==> src/rtl/cle_sdrd_rx.sv <==
// Frames serial SDRD bits from qualified read slots into bytes and buffers them for a valid/ready reader.
// Optional even-parity slot between data and stop bits is enabled by defining CLE_SDRD_PARITY_EN.
module cle_sdrd_rx #(
  parameter int DATA_BITS  = 8,
  parameter int SAMPLE_DLY = 1,
  parameter int TIMEOUT    = 255,
  parameter int FIFO_DEPTH = 2
) (
  input  logic                 clk,
  input  logic                 rst,
  input  logic                 sser_n,
  input  logic                 ba13,
  input  logic                 ba12,
  input  logic                 br_w,
  input  logic                 sdrd,
  output logic [DATA_BITS-1:0] rx_data,
  output logic                 rx_valid,
  input  logic                 rx_ready,
  input  logic                 err_clr,
  output logic                 ovr_err,
  output logic                 frm_err,
  output logic                 par_err,
  output logic                 busy
);

  localparam int PW = (FIFO_DEPTH > 1) ? $clog2(FIFO_DEPTH) : 1;
  localparam logic [PW:0]  DEPTH_C  = (PW+1)'(FIFO_DEPTH);
  localparam logic [2:0]   LAST_BIT = 3'(DATA_BITS - 1);
  localparam logic [7:0]   TMO_C    = 8'(TIMEOUT);
  localparam logic [1:0]   DLY_M1   = (SAMPLE_DLY > 0) ? 2'(SAMPLE_DLY - 1) : 2'd0;

  typedef enum logic [1:0] {
    ST_IDLE   = 2'd0,
    ST_DATA   = 2'd1,
    ST_PARITY = 2'd2,
    ST_STOP   = 2'd3
  } state_t;

  // Slot qualification and sample timing
  logic       slot_q, slot_prev_q, pend_q;
  logic [1:0] dly_q;
  logic       slot_evt, sample_en;

  assign slot_evt  = slot_q & ~slot_prev_q;
  assign sample_en = (SAMPLE_DLY == 0) ? slot_evt : (pend_q && (dly_q == 2'd0));

  always_ff @(posedge clk or posedge rst) begin
    if (rst) begin
      slot_q      <= 1'b0;
      slot_prev_q <= 1'b0;
      pend_q      <= 1'b0;
      dly_q       <= 2'd0;
    end else begin
      slot_q      <= ~sser_n & ~ba13 & ba12 & br_w;
      slot_prev_q <= slot_q;
      // Edges seen while a sample is still outstanding are dropped.
      if (SAMPLE_DLY != 0) begin
        if (pend_q) begin
          if (dly_q == 2'd0) pend_q <= 1'b0;
          else               dly_q  <= dly_q - 2'd1;
        end else if (slot_evt) begin
          pend_q <= 1'b1;
          dly_q  <= DLY_M1;
        end
      end
    end
  end

  // Framing state machine
  state_t                 state_q;
  logic [DATA_BITS-1:0]   shift_q;
  logic [2:0]             bitcnt_q;
  logic [7:0]             tmo_q;
  logic                   frm_err_q;
  logic                   push;

  assign push = (state_q == ST_STOP) && sample_en && sdrd;

`ifdef CLE_SDRD_PARITY_EN
  logic par_err_q;
  assign par_err = par_err_q;
`else
  assign par_err = 1'b0;
`endif

  always_ff @(posedge clk or posedge rst) begin
    if (rst) begin
      state_q   <= ST_IDLE;
      shift_q   <= '0;
      bitcnt_q  <= 3'd0;
      tmo_q     <= 8'd0;
      frm_err_q <= 1'b0;
`ifdef CLE_SDRD_PARITY_EN
      par_err_q <= 1'b0;
`endif
    end else begin
      if (err_clr) begin
        frm_err_q <= 1'b0;
`ifdef CLE_SDRD_PARITY_EN
        par_err_q <= 1'b0;
`endif
      end
      if (state_q == ST_IDLE) begin
        tmo_q <= 8'd0;
        if (sample_en && !sdrd) begin
          state_q  <= ST_DATA;
          bitcnt_q <= 3'd0;
        end
      end else if (sample_en) begin
        tmo_q <= 8'd0;
        case (state_q)
          ST_DATA: begin
            shift_q  <= {sdrd, shift_q[DATA_BITS-1:1]};
            bitcnt_q <= bitcnt_q + 3'd1;
            if (bitcnt_q == LAST_BIT) begin
`ifdef CLE_SDRD_PARITY_EN
              state_q <= ST_PARITY;
`else
              state_q <= ST_STOP;
`endif
            end
          end
`ifdef CLE_SDRD_PARITY_EN
          ST_PARITY: begin
            if (sdrd != ^shift_q) par_err_q <= 1'b1;
            state_q <= ST_STOP;
          end
`endif
          ST_STOP: begin
            // A 0 here is not taken as a new start bit.
            if (!sdrd) frm_err_q <= 1'b1;
            state_q <= ST_IDLE;
          end
          default: state_q <= ST_IDLE;
        endcase
      end else if (tmo_q == TMO_C) begin
        frm_err_q <= 1'b1;
        state_q   <= ST_IDLE;
      end else begin
        tmo_q <= tmo_q + 8'd1;
      end
    end
  end

  assign frm_err = frm_err_q;
  assign busy    = (state_q != ST_IDLE);

  // Output byte buffer
  logic [DATA_BITS-1:0] mem_q [FIFO_DEPTH];
  logic [PW-1:0]        wr_ptr_q, rd_ptr_q;
  logic [PW:0]          cnt_q;
  logic                 ovr_err_q, ovr_err_d;
  logic                 pop, full, push_ok;

  assign pop     = rx_valid & rx_ready;
  assign full    = (cnt_q == DEPTH_C);
  assign push_ok = push & (~full | pop);
  assign ovr_err_d = (ovr_err_q & ~err_clr) | (push & full & ~pop);

  always_ff @(posedge clk or posedge rst) begin
    if (rst) begin
      for (int i = 0; i < FIFO_DEPTH; i++) mem_q[i] <= '0;
      wr_ptr_q  <= '0;
      rd_ptr_q  <= '0;
      cnt_q     <= '0;
      ovr_err_q <= 1'b0;
    end else begin
      ovr_err_q <= ovr_err_d;
      if (push_ok) begin
        mem_q[wr_ptr_q] <= shift_q;
        wr_ptr_q        <= wr_ptr_q + 1'b1;
      end
      if (pop) rd_ptr_q <= rd_ptr_q + 1'b1;
      if (push_ok && !pop)      cnt_q <= cnt_q + 1'b1;
      else if (!push_ok && pop) cnt_q <= cnt_q - 1'b1;
    end
  end

  assign rx_data  = mem_q[rd_ptr_q];
  assign rx_valid = (cnt_q != '0);
  assign ovr_err  = ovr_err_q;

endmodule

==> config.mk <==
export PLATFORM = sky130hd
export DESIGN_NAME = cle_sdrd_rx
export DESIGN_NICKNAME = d
export VERILOG_FILES = /design/src/rtl/cle_sdrd_rx.sv
export SDC_FILE = /design/constraint.sdc
export NUM_CORES = 1
export LEC_CHECK = 0
export ABC_AREA = 0
export CORE_MARGIN = 5
export CORE_UTILIZATION = 45
export CTS_CLUSTER_SIZE = 14
export DETAILED_ROUTE_END_ITERATION = 8
export PLACE_DENSITY = 0.7
export SYNTH_ARGS = -nofsm -noshare
export SYNTH_HDL_FRONTEND = slang
export SYNTH_SLANG_ARGS = --single-unit
==> constraint.sdc <==
create_clock -name clk -period 4.4 [get_ports clk]
set_input_delay 0.66 -clock clk [delete_from_list [all_inputs] [get_ports clk]]
set_output_delay 0.66 -clock clk [all_outputs]
set_load 0.01 [all_outputs]
* After elaboration in Yosys (flattened, before gate mapping)
Cells that the tools add are included.
** Storage, ports and cells
- Register bits :: 48
- Input port bits :: 9
- Output and inout bits :: 13
- Logic and storage cells :: 110
** Operators by class
- Add/sub/neg operators :: 7
- $lt $le $gt $ge :: 3
- Equality and inequality tests :: 9
- Muxes and demuxes :: 33
- Bitwise logic cells :: 20
- Reduce and logical (&&, ||, !) cells :: 23
** Operators by type and width (number)
- $mux 8 :: 7
- $mux 2 :: 11
- $bwmux 16 :: 1
- $mux 3 :: 4
- $reduce_bool 2->1 :: 6
- $and 1x1->1 :: 9
- $mux 1 :: 9
- $reduce_and 3->1 :: 3
- $add 8x1->8 const B :: 1
- $demux 8 s1 :: 1
- $eq 8x8->1 const B :: 1
- $logic_and 1x1->1 :: 7
- $not 1->1 :: 7
- $eq 2x2->1 const B :: 2
- $ge 2x2->1 const B :: 2
- $logic_not 2->1 :: 2
- $ne 4x4->1 const B :: 1
- $not 1->2 :: 2
- $sub 2x1->2 const B :: 2
- $add 3x1->3 const B :: 1
- $eq 3x3->1 const B :: 1
- $logic_not 1->1 :: 3
- $ne 3x3->1 const B :: 1
- $reduce_bool 3->1 :: 1
- other kinds (8) :: 10

* Depth between registers and ports, before layout
- Word-level depth :: 9
- Depth in mapped cells :: 9
- Depth with buffers taken out :: 9

* Least setup slack after synthesis
No wires, ideal clock.
- Path type :: input-to-reg
- Start point :: in rx_ready
- End point :: reg cnt_q[1]
- Library setup time :: 0.079 ns
- Arrival :: 1.847 ns
- Required time :: 4.321 ns
- Setup slack :: 2.474 ns
- Cell stages on the path :: 6
- Path buffers :: 0
- Cell sequence :: or3b_2 nand3_1 inv_1 ha_1 nor2_1 xor2_1
** On the way
- Word-level cells in the longest chain between the ends :: 6
- Elaborated cells on any way between the ends :: 9
- Those cells by class :: 1 x mux; 3 x bitwise; 5 x reduce/logical
** Ends and longest elaborated chain
- start, declared :: line 18 : input logic rx_ready,
- $and 1x1->1 * :: line 155 : assign pop = rx_valid & rx_ready;
- $or 1x1->1 :: line 157 : assign push_ok = push & (~full | pop);
- $and 1x1->1 :: line 157
- $logic_not 1->1 :: line 175 : else if (!push_ok && pop) cnt_q <= cnt_q - 1'b1;
- $logic_and 1x1->1 :: line 175
- $reduce_bool 2->1 (no source line)
- end signal, assigned :: line 174 : if (push_ok && !pop) cnt_q <= cnt_q + 1'b1;
- end signal, assigned :: line 175
- end, declared :: line 151 : logic [PW:0] cnt_q;
Every way passes the cells marked *; elsewhere a longest branch is shown, timed or not.
A chain may end at the register's enable or synchronous reset.

* Worst setup path after layout
- Start point :: reg rd_ptr_q
- End point :: out rx_data[1]
** On the way
- Word-level cells in the longest chain between the ends :: 4
** Ends and longest elaborated chain
- start, declared :: line 150 : logic [PW-1:0] wr_ptr_q, rd_ptr_q;
- start signal, assigned :: line 173 : if (pop) rd_ptr_q <= rd_ptr_q + 1'b1;
- $not 1->2 (implied by the code) :: line 179 : assign rx_data = mem_q[rd_ptr_q];
- $mux 8 (implied by the code) (3 in a row) :: line 179
- end, declared :: line 16 : output logic [DATA_BITS-1:0] rx_data,
No other way between the ends. The select of a mux whose other input is x is not followed.

==> run summary <==
Status: complete, no violations
VDD IR max: 0.262 mV
Starting Density: 46.3%
Slew Viols, Final: 0
Die Span Y: 79.5 um
Routed Antenna Nets: 0
FF+latch area: 0.00120 mm2
# clock sinks: 48
Post-synthesis sequential area ratio: 55.3%
Mean Syn Cell Area: 12.8 um2
Routed vias/inst: 5.65
DR pass1 iterations: 4
Placed cells: 239
TNS Setup: 0 ns
IO Pins: 22
Slowest stage cell on the critical path: dfrtp_1
Antenna violations before repair: 0
Post-Synthesis Net Count: 184
Wire per inst: 15.6 um
Layout Cells excl Fill: 246
Longest Clk Path Bufs: 2
Worst-path cell chain: mux2_2 -> clkdlybuf4s50_1
Final worst-path cycle share: 55.3%
Critical path arrival: 1.77 ns
Unrepaired setup endpoints after global routing: false
Via count: 1391
Setup crit end kind: output pin
All-layer global routing usage: 13.3%
Post-synth cell types: 41
Fin. Hold Viols: 0
Skew final: 0.00407 ns
Critical path class: reg -> out
Register bit count reported by yosys: 48
Setup bufs post-CTS: 0
Die width: 79.5 um
First-pass GRT wire length: 6690 um
Core box area: 0.00469 mm2
Cell taking the most area after synthesis: dfrtp_1
# resized after CTS: 0
Pwr/cell area: 386 mW/mm2
Cts bufs inserted: 5
Worst-path maximum fanout: 9
Share of layout cells above drive strength 1: 25.0%
Count leader, synth: dfrtp_1
Origin of the worst setup path: rd_ptr_q$_DFFE_PP0P_
Largest net degree at the start of global routing: 49
Hold-fix buffers, CTS: 0
Hold wc startpoint: slot_q$_DFF_PP0_
H-tree depth: 2
Slew Limit Headroom: 35.3%
Final GP Congestion: 0.819
Worst-margin pin slew: 0.970 ns
Hold Slack: 0.387 ns
CTS clk-pin slew, worst paths: 0.08 ns
DIE AREA: 0.00632 mm2
Iteration-0 DRC Markers: 128
Vias in the first global route: 1437
Max incr delay on CP: 0.61 ns
Overflow after GRT: 0
Most used DFF post-synth: dfrtp_1
Reg-to-Reg Start: dly_q[0]$_DFFE_PP0P_
Root Buffer: clkbuf_8
EDFF count, synth: 0
Top cells by instance count after synthesis: dfrtp_1 (48), mux2_2 (33), nor3_1 (7)
Area Overhead vs Synth: 15.6%
HPWL Detailed: 2670 um
Remaining routing DRC violations: 0
Startpoint types: flip-flop
Tmin final: 2.43 ns
WP data required: 3.74 ns
Fill count: 423
HP Class: reg -> reg
Row cnt: 25
Cells after synthesis: 170
N_diodes: 0
Port buffer count: 20
Max Cap Violations: 0
Final setup vio count: 0
Mapped Area: 0.00217 mm2
Synth warn: 0
CTS tree: built
Pleak: 1.16 nW
Post-layout util: 53.5%
Clock Latency Late Sink: 0.29 ns
Synth top area share: 55.3%
Synth top area cells: dfrtp_1 (55%), mux2_2 (17%), ha_1 (2.9%), nor3_1 (1.6%), a21oi_1 (1.4%)
Ys async rst share: 100%
Footprint of the multi-input gates: 927 um2
Highest Clock Rate: 0.411 GHz
Final wirelength: 3830 um
Final Net Count: 206
[power breakdown]
part	switching, mW	total (mW)	internal [mW]
logic	0.0634	0.148	0.0849
registers	0.0596	0.545	0.485
clock network	0.135	0.275	0.140
[cell type report]
type	count	area share [%]
inverters	5	0.747
repair buffers	20	7.97
clock buffers	7	3.84
flip-flops and latches	48	47.8
well taps	54	2.69
multi-input cells	112	36.9
[flip-flops by register name (all words and copies together), names as in the netlist]
signal,cells
slot_prev_q,1
bitcnt_q,3
ovr_err,1
wr_ptr_q,1
cnt_q,2
shift_q,8
mem_q,16
frm_err,1
pend_q,1
rd_ptr_q,1
dly_q,2
state_q,2
tmo_q,8
slot_q,1
[worst paths after layout]
| kind | depth (start not counted) | endpoint | slack [ns] |
|---|---|---|---|
| worst max-delay path | 2 | rx_data[1] | 1.97 |
| worst min-delay path | 0 | slot_prev_q$_DFF_PP0_ | 0.39 |
| worst max register to register | 5 | mem_q[13]$_DFFE_PP0P_ | 2.43 |
| worst min register to register | 0 | slot_prev_q$_DFF_PP0_ | 0.39 |
| max in group asynchronous | 2 | shift_q[5]$_DFFE_PP0P_ | 2.88 |
| min in group asynchronous | 2 | mem_q[1]$_DFFE_PP0P_ | 0.92 |
[cells by family after synthesis]
logic type | after synthesis | synth area share (%)
compound gates | 21 | 6.51
xor+xnor | 5 | 2.02
fa+ha+maj | 5 | 2.88
buf+inv | 10 | 2.02
flops | 48 | 55.3
mux | 34 | 17.6
other cells | 1 | 0.173
simple gates | 46 | 13.5
[placed cells by master (no fill, tap or decap), drive strengths merged]
cell type / n
a211oi: 1
a21boi: 1
a21oi: 6
a22o: 2
a31o: 1
a31oi: 2
a32o: 1
and3: 3
and4: 3
and4b: 1
clkbuf: 7
clkdlybuf4s50: 20
conb: 1
dfrtp: 48
ha: 5
inv: 5
mux2: 33
mux2i: 1
nand2: 6
nand2b: 3
nand3: 5
nand4: 4
nor2: 5
nor2b: 1
nor3: 7
nor3b: 2
nor4b: 2
o21ai: 2
o21bai: 1
o221ai: 1
o22ai: 2
o2bb2ai: 1
or2: 2
or3: 1
or3b: 1
xnor2: 3
xor2: 2
[per-layer routing]
metal	up-vias	wire length, um	track usage (%)	share of wire (%)
li1	657	-	-	-
met1	691	1670	16.2	44
met2	38	1950	23.4	51
met3	5	183	3.50	4.8
met4	0	36	3.61	0.94
met5	-	0	0	0
[worst max-delay path: cells and delay by family, from the launching register on]
family                 cells  cell delay [ns]
DFF                        1             0.61
buffers and inverters      1             0.48
muxes                      1             0.40
[metrics by stage]
stage	setup WS, ns	cell area (um2)	power (mW)
finish	1.97	2510	0.969
global route	1.90	2510	1.03
CTS	1.94	2510	0.977
detailed placement	1.91	2410	0.705
global placement	2.00	2410	0.694
floorplan	2.47	2170	0.651
Note: power is estimated with default switching activity, not from simulation.
